==> config.mk <==
export PLATFORM = sky130hd
export DESIGN_NAME = multi_channel_accumulator
export DESIGN_NICKNAME = d
export VERILOG_FILES = /design/src/rtl/multi_channel_accumulator.sv
export SDC_FILE = /design/constraint.sdc
export NUM_CORES = 1
export LEC_CHECK = 0
export CELL_PAD_IN_SITES_DETAIL_PLACEMENT = 0
export CELL_PAD_IN_SITES_GLOBAL_PLACEMENT = 2
export CORE_MARGIN = 3
export CORE_UTILIZATION = 33
export CTS_CLUSTER_DIAMETER = 150
export DETAILED_ROUTE_END_ITERATION = 16
export PLACE_DENSITY_LB_ADDON = 0.3
export REMOVE_ABC_BUFFERS = 1
export SYNTH_ARGS = -nofsm -noshare
export SYNTH_HDL_FRONTEND = slang
export SYNTH_SLANG_ARGS = --single-unit
==> constraint.sdc <==
create_clock -name clk -period 8.51 [get_ports clk]
set_input_delay 1.702 -clock clk [delete_from_list [all_inputs] [get_ports clk]]
set_output_delay 1.702 -clock clk [all_outputs]
set_load 0.1 [all_outputs]
==> src/rtl/multi_channel_accumulator.sv <==
// multi_channel_accumulator
//   CHANNELS independent running-sum accumulators with sticky per-channel
//   overflow/underflow flags, plus a dump FSM that streams every channel out
//   over a valid/ready handshake.
//   Optional feature macro: ACC_SATURATE_EN (clamp instead of wrap when
//   sat_mode=1). Without it the accumulators always wrap and sat_mode is unused.
module multi_channel_accumulator #(
  parameter  int CHANNELS = 4,
  parameter  int IN_W     = 8,
  parameter  int ACC_W    = 8,
  localparam int CH_W     = (CHANNELS > 1) ? $clog2(CHANNELS) : 1
) (
  input  logic                clk,
  input  logic                reset,
  input  logic                in_valid,
  input  logic [CH_W-1:0]     in_ch,
  input  logic [IN_W-1:0]     in_data,
  input  logic                in_sub,
  input  logic                sat_mode,
  input  logic                clr_all,
  input  logic                dump_req,
  output logic                dump_busy,
  output logic                out_valid,
  input  logic                out_ready,
  output logic [CH_W-1:0]     out_ch,
  output logic [ACC_W-1:0]    out_data,
  output logic [CHANNELS-1:0] ovf_flags
);

  typedef enum logic {
    ST_IDLE = 1'b0,
    ST_EMIT = 1'b1
  } state_t;

  // Channel count and last index at the widths they are compared against
  localparam logic [CH_W:0]   CH_COUNT = (CH_W + 1)'(CHANNELS);
  localparam logic [CH_W-1:0] CH_LAST  = CH_W'(CHANNELS - 1);
  localparam int              PAD_W    = ACC_W + 1 - IN_W;

  // ---------------------------------------------------------------------------
  // Accumulator datapath
  // ---------------------------------------------------------------------------
  logic [ACC_W-1:0]    w_acc [CHANNELS];
  logic [CHANNELS-1:0] w_ovf;
  logic                w_in_range;
  logic                w_upd;
  logic [ACC_W-1:0]    w_sel_acc;
  logic [ACC_W:0]      w_operand;
  logic [ACC_W:0]      w_res;
  logic                w_carry;
  logic [ACC_W-1:0]    w_new;

  // Out-of-range channel indices are silently dropped; clear wins over update
  assign w_in_range = ({1'b0, in_ch} < CH_COUNT);
  assign w_upd      = in_valid & w_in_range & ~clr_all;

  // Select the addressed channel's current value (one shared adder for all)
  always_comb begin
    w_sel_acc = '0;
    for (int i = 0; i < CHANNELS; i++) begin
      if (in_ch == CH_W'(i)) begin
        w_sel_acc = w_acc[i];
      end
    end
  end

  // One extra bit captures carry on add and borrow on subtract
  assign w_operand = {{PAD_W{1'b0}}, in_data};
  assign w_res     = in_sub ? ({1'b0, w_sel_acc} - w_operand)
                            : ({1'b0, w_sel_acc} + w_operand);
  assign w_carry   = w_res[ACC_W];

`ifdef ACC_SATURATE_EN
  // Clamp to the rail the result ran past; the flag is still raised
  assign w_new = (sat_mode & w_carry) ? (in_sub ? {ACC_W{1'b0}} : {ACC_W{1'b1}})
                                      : w_res[ACC_W-1:0];
`else
  logic w_unused_sat;
  assign w_unused_sat = sat_mode;
  assign w_new        = w_res[ACC_W-1:0];
`endif

  // Per-channel storage: each channel owns its register and sticky flag
  for (genvar gi = 0; gi < CHANNELS; gi++) begin : gen_ch
    logic [ACC_W-1:0] r_acc;
    logic             r_ovf;
    logic             w_hit;

    assign w_hit = w_upd & (in_ch == CH_W'(gi));

    // Channel accumulator update with sticky overflow
    always_ff @(posedge clk) begin
      if (reset || clr_all) begin
        r_acc <= '0;
        r_ovf <= 1'b0;
      end else if (w_hit) begin
        r_acc <= w_new;
        r_ovf <= r_ovf | w_carry;
      end
    end

    assign w_acc[gi] = r_acc;
    assign w_ovf[gi] = r_ovf;
  end

  assign ovf_flags = w_ovf;

  // ---------------------------------------------------------------------------
  // Dump FSM
  // ---------------------------------------------------------------------------
  state_t           r_state;
  state_t           w_state_next;
  logic             w_load;
  logic [CH_W-1:0]  w_load_ch;
  logic [ACC_W-1:0] w_load_data;
  logic [CH_W-1:0]  r_out_ch;
  logic [ACC_W-1:0] r_out_data;

  // Next-state logic and beat-load decision
  always_comb begin
    w_state_next = r_state;
    w_load       = 1'b0;
    w_load_ch    = r_out_ch;
    case (r_state)
      ST_IDLE: begin
        // A clear in the same cycle suppresses the start so no stale
        // pre-clear value is ever emitted
        if (dump_req && !clr_all) begin
          w_state_next = ST_EMIT;
          w_load       = 1'b1;
          w_load_ch    = '0;
        end
      end
      ST_EMIT: begin
        if (clr_all) begin
          w_state_next = ST_IDLE;
        end else if (out_ready) begin
          if (r_out_ch == CH_LAST) begin
            w_state_next = ST_IDLE;
          end else begin
            w_load    = 1'b1;
            w_load_ch = r_out_ch + 1'b1;
          end
        end
      end
      default: begin
        w_state_next = ST_IDLE;
      end
    endcase
  end

  // Snapshot source: the accumulator value held before the loading edge
  always_comb begin
    w_load_data = '0;
    for (int i = 0; i < CHANNELS; i++) begin
      if (w_load_ch == CH_W'(i)) begin
        w_load_data = w_acc[i];
      end
    end
  end

  // FSM state register
  always_ff @(posedge clk) begin
    if (reset) begin
      r_state <= ST_IDLE;
    end else begin
      r_state <= w_state_next;
    end
  end

  // Beat registers: only change when a new beat is loaded, so a stalled beat
  // stays frozen even if its source accumulator moves on
  always_ff @(posedge clk) begin
    if (reset) begin
      r_out_ch   <= '0;
      r_out_data <= '0;
    end else if (w_load) begin
      r_out_ch   <= w_load_ch;
      r_out_data <= w_load_data;
    end
  end

  assign out_valid = (r_state == ST_EMIT);
  assign dump_busy = (r_state == ST_EMIT);
  assign out_ch    = r_out_ch;
  assign out_data  = r_out_data;

endmodule
Word-level counts from Yosys, hierarchy flattened
Index checks and enable logic that the tools add are counted.

Bits in registers: 47. Input port bits: 18. Output and inout port bits: 16. Word-level logic and storage cells: 59.

Add/sub/neg operators: 3. Eq/ne operators: 7. Muxes and demuxes: 22. Bitwise operators: 11. Reduce and logical (&&, ||, !) cells: 5.

Operators by type and width (number): 8-bit 2-to-1 mux (8); 2-bit equality test, second input constant (5); 8-bit by 8-bit adder with 9-bit output (1); 9-bit 2-to-1 mux (1); 8-bit by 8-bit subtractor with 9-bit output (1); 2-bit 2-to-1 mux (4); 1-bit 2-to-1 mux (6); 1-bit bitwise AND (5); 2-bit by 1-bit equality test with 1-bit output, second input constant (2); 2-bit logical NOT (2); 1-bit OR (4); 1-bit one-hot mux with 2 select lines (2); 2-bit one-hot mux with 2 select lines (1); 2-bit by 1-bit adder with 2-bit output, second input constant (1); 1-bit NOT (2); 1-bit logical AND (1); 1-bit logical NOT (1); 1-bit logical OR (1).

Logic depth before layout (Yosys ltp)
Gate-level depths: netlist (run 1).

Word-level depth: 10. Depth in mapped cells: 12. Depth with buffers taken out: 12.

Worst setup path after synthesis (run 1)
Ideal clock, no wire load.

Kind: input -> register. From: in in_ch[0]. To: reg gen_ch[2].r_ovf. Library setup time: 62 ps. Arrival time: 3997 ps. Data required time: 8448 ps. Setup slack: 4451 ps. Cell stages on the path: 11. Path buffers: 1. Cell sequence: buf_4 -> mux4_2 -> inv_1 -> ha_1 -> inv_1 -> fa_1 -> a211o_1 -> a21oi_2 -> o21ai_2 -> or3_1 -> nand3_1.

Word-level cells in the longest chain between the ends: 8. Elaborated cells between the ends (all ways): 13. Classes of those cells: add/sub (2); eq/ne (3); mux (5); bitwise (2); reduce/logical (1).

RTL lines: start, declared (RTL line 16) `input logic [CH_W-1:0] in_ch,`; 2-bit logical NOT (RTL line 61) `if (in_ch == CH_W'(i)) begin`; 8-bit 2-to-1 mux (4 in a row) (RTL line 61); 8-bit by 8-bit adder with 9-bit output / 8-bit by 8-bit subtractor with 9-bit output (equally long branches) (RTL line 70, 69); 9-bit 2-to-1 mux (RTL line 69) `assign w_res = in_sub ? ({1'b0, w_sel_acc} - w_operand)`; 1-bit OR (RTL line 98) `r_ovf <= r_ovf | w_carry;`; end signal, assigned (RTL line 98); end, declared (RTL line 86) `logic r_ovf;`.

Parallel ways exist; a longest one is shown, timed or not. A chain may end at the register's enable or synchronous reset.

Final worst setup path (run 1)
From: in in_ch[0]. To: reg gen_ch[3].r_acc[6].

Word-level cells in the longest chain between the ends: 7. Elaborated cells between the ends (all ways): 12. Classes of those cells: add/sub (2); eq/ne (3); mux (5); bitwise (1); reduce/logical (1).

RTL lines: 2-bit logical NOT (RTL line 61); 8-bit 2-to-1 mux (4 in a row) (RTL line 61); 8-bit by 8-bit adder with 9-bit output / 8-bit by 8-bit subtractor with 9-bit output (equally long branches) (RTL line 70, 69); 9-bit 2-to-1 mux (RTL line 69); end signal, assigned (RTL line 97) `r_acc <= w_new;`; end, declared (RTL line 85) `logic [ACC_W-1:0] r_acc;`.

Parallel ways exist; a longest one is shown, timed or not.

==> results.sh, run 1 <==
export IMPL_grt_max_degree=25
export IMPL_grt_pass1_vias=2285
export IMPL_ant_nets=0
export IMPL_htree_num_levels=2
export IMPL_num_rows=33
export IMPL_diodes=0
export IMPL_final_cell_mix="dfxtp_1 (47), nor2_1 (43), clkdlybuf4s50_1 (32)"
export IMPL_finalPower_mw=0.512
export IMPL_whs_ps=478
export IMPL_ctsResizeCount=0
export IMPL_period_share_pct=58.2
export IMPL_vias_per_cell=5.46
export IMPL_numCtsBuffers=5
export IMPL_wire_per_inst_um=17.1
export IMPL_syn_avg_cell_area_um2=8.95
export IMPL_floorplan_initialDensity_pct=34.3
export IMPL_ys_ff_latch=47
export IMPL_startpoint="in_ch[0]"
export IMPL_place_congestion=0.817
export IMPL_cap_violations=0
export IMPL_drc=0
export IMPL_drive_above_1_share_pct=10.6
export IMPL_end_kind="flip-flop"
export IMPL_syn_area_um2=2830
export IMPL_seq_area_frac_synth_pct=33.3
export IMPL_clkLatencyLatePin_ps=300
export IMPL_fmax_mhz=202
export IMPL_grt_pass1_wl_um=12300
export IMPL_leakage_nw=1.14
export IMPL_final_common_cell="dfxtp_1"
export IMPL_wl_um=7590
export IMPL_fin_crit_ps=4950
export IMPL_arrival_ps=5110
export IMPL_num_fill_cells=840
export IMPL_cts_tree="built"
export IMPL_synth_cell_types=53
export IMPL_rsz0062_at_grt="false"
export IMPL_post_cts_setup_buffer_count=0
export IMPL_hold_viol=0
export IMPL_die_w_um=98.6
export IMPL_track_usage_pct=15.8
export IMPL_fin_cells=444
export IMPL_tightest_slew_ps=973
export IMPL_cts_sinks=47
export IMPL_placed_cells=436
export IMPL_r2r_start="gen_ch[3].r_acc[0]"
export IMPL_power_density_nw_per_um2=155
export IMPL_postCtsHoldBufs=0
export IMPL_fin_skew_ps=6.40
export IMPL_die_area_um2=9720
export IMPL_synth_edf_count=0
export IMPL_nets=366
export IMPL_clk_pin_slew_ps=90
export IMPL_io_pins=34
export IMPL_slew_headroom_pct=34.9
export IMPL_dp_hpwl_um=5590
export IMPL_maxSlewViolCount=0
export IMPL_status="finished clean"
export IMPL_setup_violations_final=0
export IMPL_hold_class="flip-flop to flip-flop"
export IMPL_ys_flop_type="dfxtp_1"
export IMPL_critPathKind="primary input to flip-flop"
export IMPL_port_buffers=32
export IMPL_yosysWarnings=0
export IMPL_synthArstFlopShare_pct=0
export IMPL_dr_first_iter_drc_count=113
export IMPL_critPathLaunchType="primary input"
export IMPL_first_pass_iters=4
export IMPL_overflow=0
export IMPL_antenna_found_initial=0
export IMPL_syn_inst=316
export IMPL_coreArea_um2=8260
export IMPL_syn2layout_area_growth_pct=16.9
export IMPL_via_count=2426
export IMPL_die_h_um=98.6
export IMPL_setup_tns_ps=0
export IMPL_min_from="gen_ch[0].r_ovf"
export IMPL_cts_buffer_depth=2
export IMPL_required_ps=8670
export IMPL_peakVddDrop_uv=69.3
export IMPL_path_max_fanout=12
export IMPL_cts_root_buffer_cell="clkbuf_8"
-- cell usage after synthesis, types with 4 or more instances --
cell / n / area, um^2
dfxtp_1: 47 / 941
nor2_1: 43 / 161
nand2_1: 29 / 109
a211oi_1: 16 / 120
mux2i_1: 13 / 130
o22ai_1: 11 / 68.8
buf_2: 9 / 45.0
ha_1: 9 / 113
inv_1: 9 / 33.8
xnor2_1: 9 / 78.8
a221oi_1: 8 / 70.1
buf_4: 8 / 60.1
mux4_2: 8 / 180
o21ai_0: 7 / 35.0
a21oi_1: 6 / 30.0
nand3_1: 6 / 30.0
a21boi_0: 5 / 37.5
and3_1: 5 / 31.3
o32ai_1: 5 / 43.8
clkbuf_1: 4 / 15.0
nand4_1: 4 / 25.0
nor3_1: 4 / 20.0
or3_1: 4 / 25.0
-- power breakdown --
part           total [mW]  internal [mW]  switching (mW)
combinational       0.111         0.0390          0.0720
clock               0.172         0.0952          0.0771
sequential          0.228          0.225         0.00390
total               0.512          0.359           0.153
-- through the flow --
| stage | setup slack, ps | cell area, um^2 | util [%] |
|---|---|---|---|
| 6_report | 3560 | 3310 | 40.1 |
| 5_1_grt | 3310 | 3310 | 40.1 |
| 4_1_cts | 3520 | 3310 | 40.1 |
| 3_5_place_dp | 3210 | 3190 | 38.6 |
| 3_3_place_gp | 3200 | 3190 | 38.6 |
| 2_1_floorplan | 4670 | 2710 | - |
-- final cells by class --
class | instances | area, um^2 | share of cell area (%)
sequential | 47 | 941 | 28.4
clock buffer | 6 | 82.6 | 2.50
timing repair buffer | 36 | 350 | 10.6
multi-input combinational | 239 | 1730 | 52.4
inverter | 9 | 33.8 | 1.02
clock inverter | 2 | 35.0 | 1.06
tap | 105 | 131 | 3.97
-- path summary, 6_finish.rpt --
path	end	slack [ps]	cells after the start
setup reg to reg	gen_ch[3].r_acc[6]	5750	10
setup / recovery	gen_ch[3].r_acc[6]	3560	11
hold / removal	gen_ch[0].r_ovf	480	2
hold reg to reg	gen_ch[0].r_ovf	480	2
-- critical path, cell delays in order --
cell and delay [ps]:
clkdlybuf4s50_1 980, mux4_2 600, inv_1 80, ha_1 170
inv_1 60, fa_1 400, a211o_1 310, a21oi_2 200
o21bai_1 110, xnor2_1 350, o22ai_1 150
-- state kept, by name, indices dropped and copies added, names as in the netlist --
name,flops
out_ch,2
out_data,8
gen_ch.r_ovf,4
dump_busy,1
gen_ch.r_acc,32
-- logic make-up (layout without fill, tap and decap cells) --
family                     after synthesis  after routing  synth area share (%)
buffers and inverters                   30             53                  5.44
AOI/OAI and AO/OA                       85             85                  23.3
xor gates and xnor gates                 9              9                  2.79
muxes                                   21             21                  11.0
DFF                                     47             47                  33.3
and+or+nand+nor                        114            114                  19.6
adders and majority gates               10             10                  4.69
-- per-layer routing --
metal	vias up	track usage, %	share of wire [%]
li1	1219	-	-
met1	1157	22.1	46
met2	48	26.0	49
met3	2	2.76	4.3
met4	0	2.52	0.30
met5	-	0	0
Power figures use the tool's default switching activity.
==> inputs of run 2 (changes only) <==
--- a/config.mk
+++ b/config.mk
@@ -8,7 +8,7 @@
 export CELL_PAD_IN_SITES_DETAIL_PLACEMENT = 0
 export CELL_PAD_IN_SITES_GLOBAL_PLACEMENT = 2
 export CORE_MARGIN = 3
-export CORE_UTILIZATION = 33
+export CORE_UTILIZATION = 31
 export CTS_CLUSTER_DIAMETER = 150
 export DETAILED_ROUTE_END_ITERATION = 16
 export PLACE_DENSITY_LB_ADDON = 0.3
==> constraint.sdc (replaced) <==
create_clock -name clk -period 4 [get_ports clk]
set_input_delay 0.8 -clock clk [delete_from_list [all_inputs] [get_ports clk]]
set_output_delay 0.8 -clock clk [all_outputs]
set_load 0.1 [all_outputs]
==> results.sh, run 2 (same netlist as run 1, synthesis figures left out) <==
export IMPL_sw_frac_of_total_pct=28.4
export IMPL_via_count=2469
export IMPL_clkLatencyLatePin_ps=300
export IMPL_tightest_slew_ps=984
export IMPL_die_h_um=102
export IMPL_fmax_mhz=285
export IMPL_drc=0
export IMPL_dr_first_iter_drc_count=120
export IMPL_rsz0062_at_grt="false"
export IMPL_p_seq_share_pct=42.5
export IMPL_arrival_ps=3690
export IMPL_postCtsHoldBufs=0
export IMPL_clk_pin_slew_ps=90
export IMPL_final_common_cell="dfxtp_1"
export IMPL_highest_layer="met4"
export IMPL_p_switching_mw=0.325
export IMPL_nets=373
export IMPL_post_cts_setup_buffer_count=0
export IMPL_required_ps=4180
export IMPL_period_share_pct=87.8
export IMPL_pwr_share_comb_pct=21.3
export IMPL_largest_reg_flops=32
export IMPL_wl_met3_um=301
export IMPL_top_register="gen_ch.r_acc"
export IMPL_critPathLaunchType="primary input"
export IMPL_fin_crit_ps=3510
export IMPL_setup_tns_ps=0
export IMPL_postLayoutCellArea_um2=3380
export IMPL_p_int_mw=0.818
export IMPL_maxSlewViolCount=0
export IMPL_drive_above_1_share_pct=12.1
export IMPL_status="finished clean"
export IMPL_cts_root_buffer_cell="clkbuf_8"
export IMPL_critPathKind="primary input to flip-flop"
export IMPL_crit_path_max_incr_delay_ps=580
export IMPL_floorplan_initialDensity_pct=32.1
export IMPL_diodes=0
export IMPL_grt_pass1_vias=2386
export IMPL_power_density_nw_per_um2=338
export IMPL_cts_buffer_depth=2
export IMPL_numCtsBuffers=5
export IMPL_ctsResizeCount=0
export IMPL_pwr_share_clk_pct=36.2
export IMPL_dp_slack_ps=167
export IMPL_wl_um=7520
export IMPL_path_max_fanout=7
export IMPL_cts_sinks=47
export IMPL_num_rows=34
export IMPL_wire_per_inst_um=16.6
export IMPL_grt_max_degree=21
export IMPL_grt_pass1_wl_um=12600
export IMPL_coreArea_um2=8810
export IMPL_crit_chain="clkdlybuf4s50_1, buf_4, mux4_2, fa_1, a211o_1, a21oi_2, o21bai_1, xnor2_1, o22ai_1"
export IMPL_overflow=0
export IMPL_final_cell_mix="dfxtp_1 (47), nor2_1 (43), clkdlybuf4s50_1 (32)"
export IMPL_slew_headroom_pct=34.2
export IMPL_syn2layout_area_growth_pct=19.5
export IMPL_leakage_nw=1.18
export IMPL_route_met2_wl_um=3500
export IMPL_postPlaceCellArea_um2=3250
export IMPL_antenna_found_initial=0
export IMPL_setup_violations_final=0
export IMPL_first_pass_iters=4
export IMPL_layout_setup_ws_ps=490
export IMPL_htree_num_levels=2
export IMPL_fin_skew_ps=6.94
export IMPL_end_kind="flip-flop"
export IMPL_hold_viol=0
export IMPL_vias_per_cell=5.44
export IMPL_crit_slowest_cell="mux4_2"
export IMPL_die_w_um=102
export IMPL_wl_met1_um=3650
export IMPL_hold_class="flip-flop to flip-flop"
export IMPL_io_pins=34
export IMPL_place_congestion=0.804
export IMPL_ant_nets=0
export IMPL_die_area_um2=10300
export IMPL_cts_tree="built"
export IMPL_port_buffers=32
export IMPL_track_usage_pct=15.5
export IMPL_cap_violations=0
export IMPL_dp_hpwl_um=5740
export IMPL_peakVddDrop_uv=123
run 2: changes by cell type in the layout (fill, tap and decap cells not counted):
cell | before | now
bufinv_16 | 1 | 2
clkbuf_8 | 6 | 5
clkbuf_1 | 0 | 1
buf_4 | 4 | 11
clkinv_2 | 1 | 0
run 2: critical path, delay by kind of cell:
family                     cells  cell delay (ps)
AOI/OAI and AO/OA              4              750
muxes                          1              580
adders and majority gates      1              480
xor gates and xnor gates       1              340
buffers and inverters          2              760
run 2: area by class of cell:
type	count	area, um^2
Timing Repair Buffer	43	403
Clock buffer	6	72.6
Tap cell	108	135
Multi-Input combinational cell	239	1730
Sequential cell	47	941
Fill cell	929	5430
Inverter	9	33.8
Clock inverter	2	60.1
run 2: metrics by stage:
step | utilization [%] | instances | hold slack [ps] | power [mW]
global placement | 36.9 | 446 | 463 | 0.741
global route | 38.4 | 454 | 519 | 1.20
floorplan | - | 295 | 447 | 0.657
detailed placement | 36.9 | 446 | 457 | 0.741
finish | 38.4 | 454 | 482 | 1.14
CTS | 38.4 | 454 | 487 | 1.16
run 2: final timing paths:
check                           from                  to  slack, ps  depth (start not counted)
setup / recovery            in_ch[0]  gen_ch[2].r_acc[6]        490                          9
hold / removal       gen_ch[2].r_ovf     gen_ch[2].r_ovf        480                          2
setup reg to reg  gen_ch[3].r_acc[0]  gen_ch[2].r_acc[6]       1320                         10
hold reg to reg      gen_ch[2].r_ovf     gen_ch[2].r_ovf        480                          2
run 2: per-layer routing:
metal / vias up / global-route usage, %
met5: - / 0
met2: 44 / 24.7
met1: 1179 / 22.1
met3: 8 / 2.48
met4: 0 / 3.07
li1: 1238 / -
run 2: power by group through the flow:
| stage | registers [mW] | logic (mW) | clock network (mW) |
|---|---|---|---|
| after floorplan | 0.545 | 0.112 | 0 |
| after global placement | 0.497 | 0.243 | 0 |
| after detailed placement | 0.497 | 0.244 | 0 |
| after CTS | 0.486 | 0.245 | 0.428 |
| after global routing | 0.488 | 0.264 | 0.444 |
| final | 0.486 | 0.243 | 0.414 |
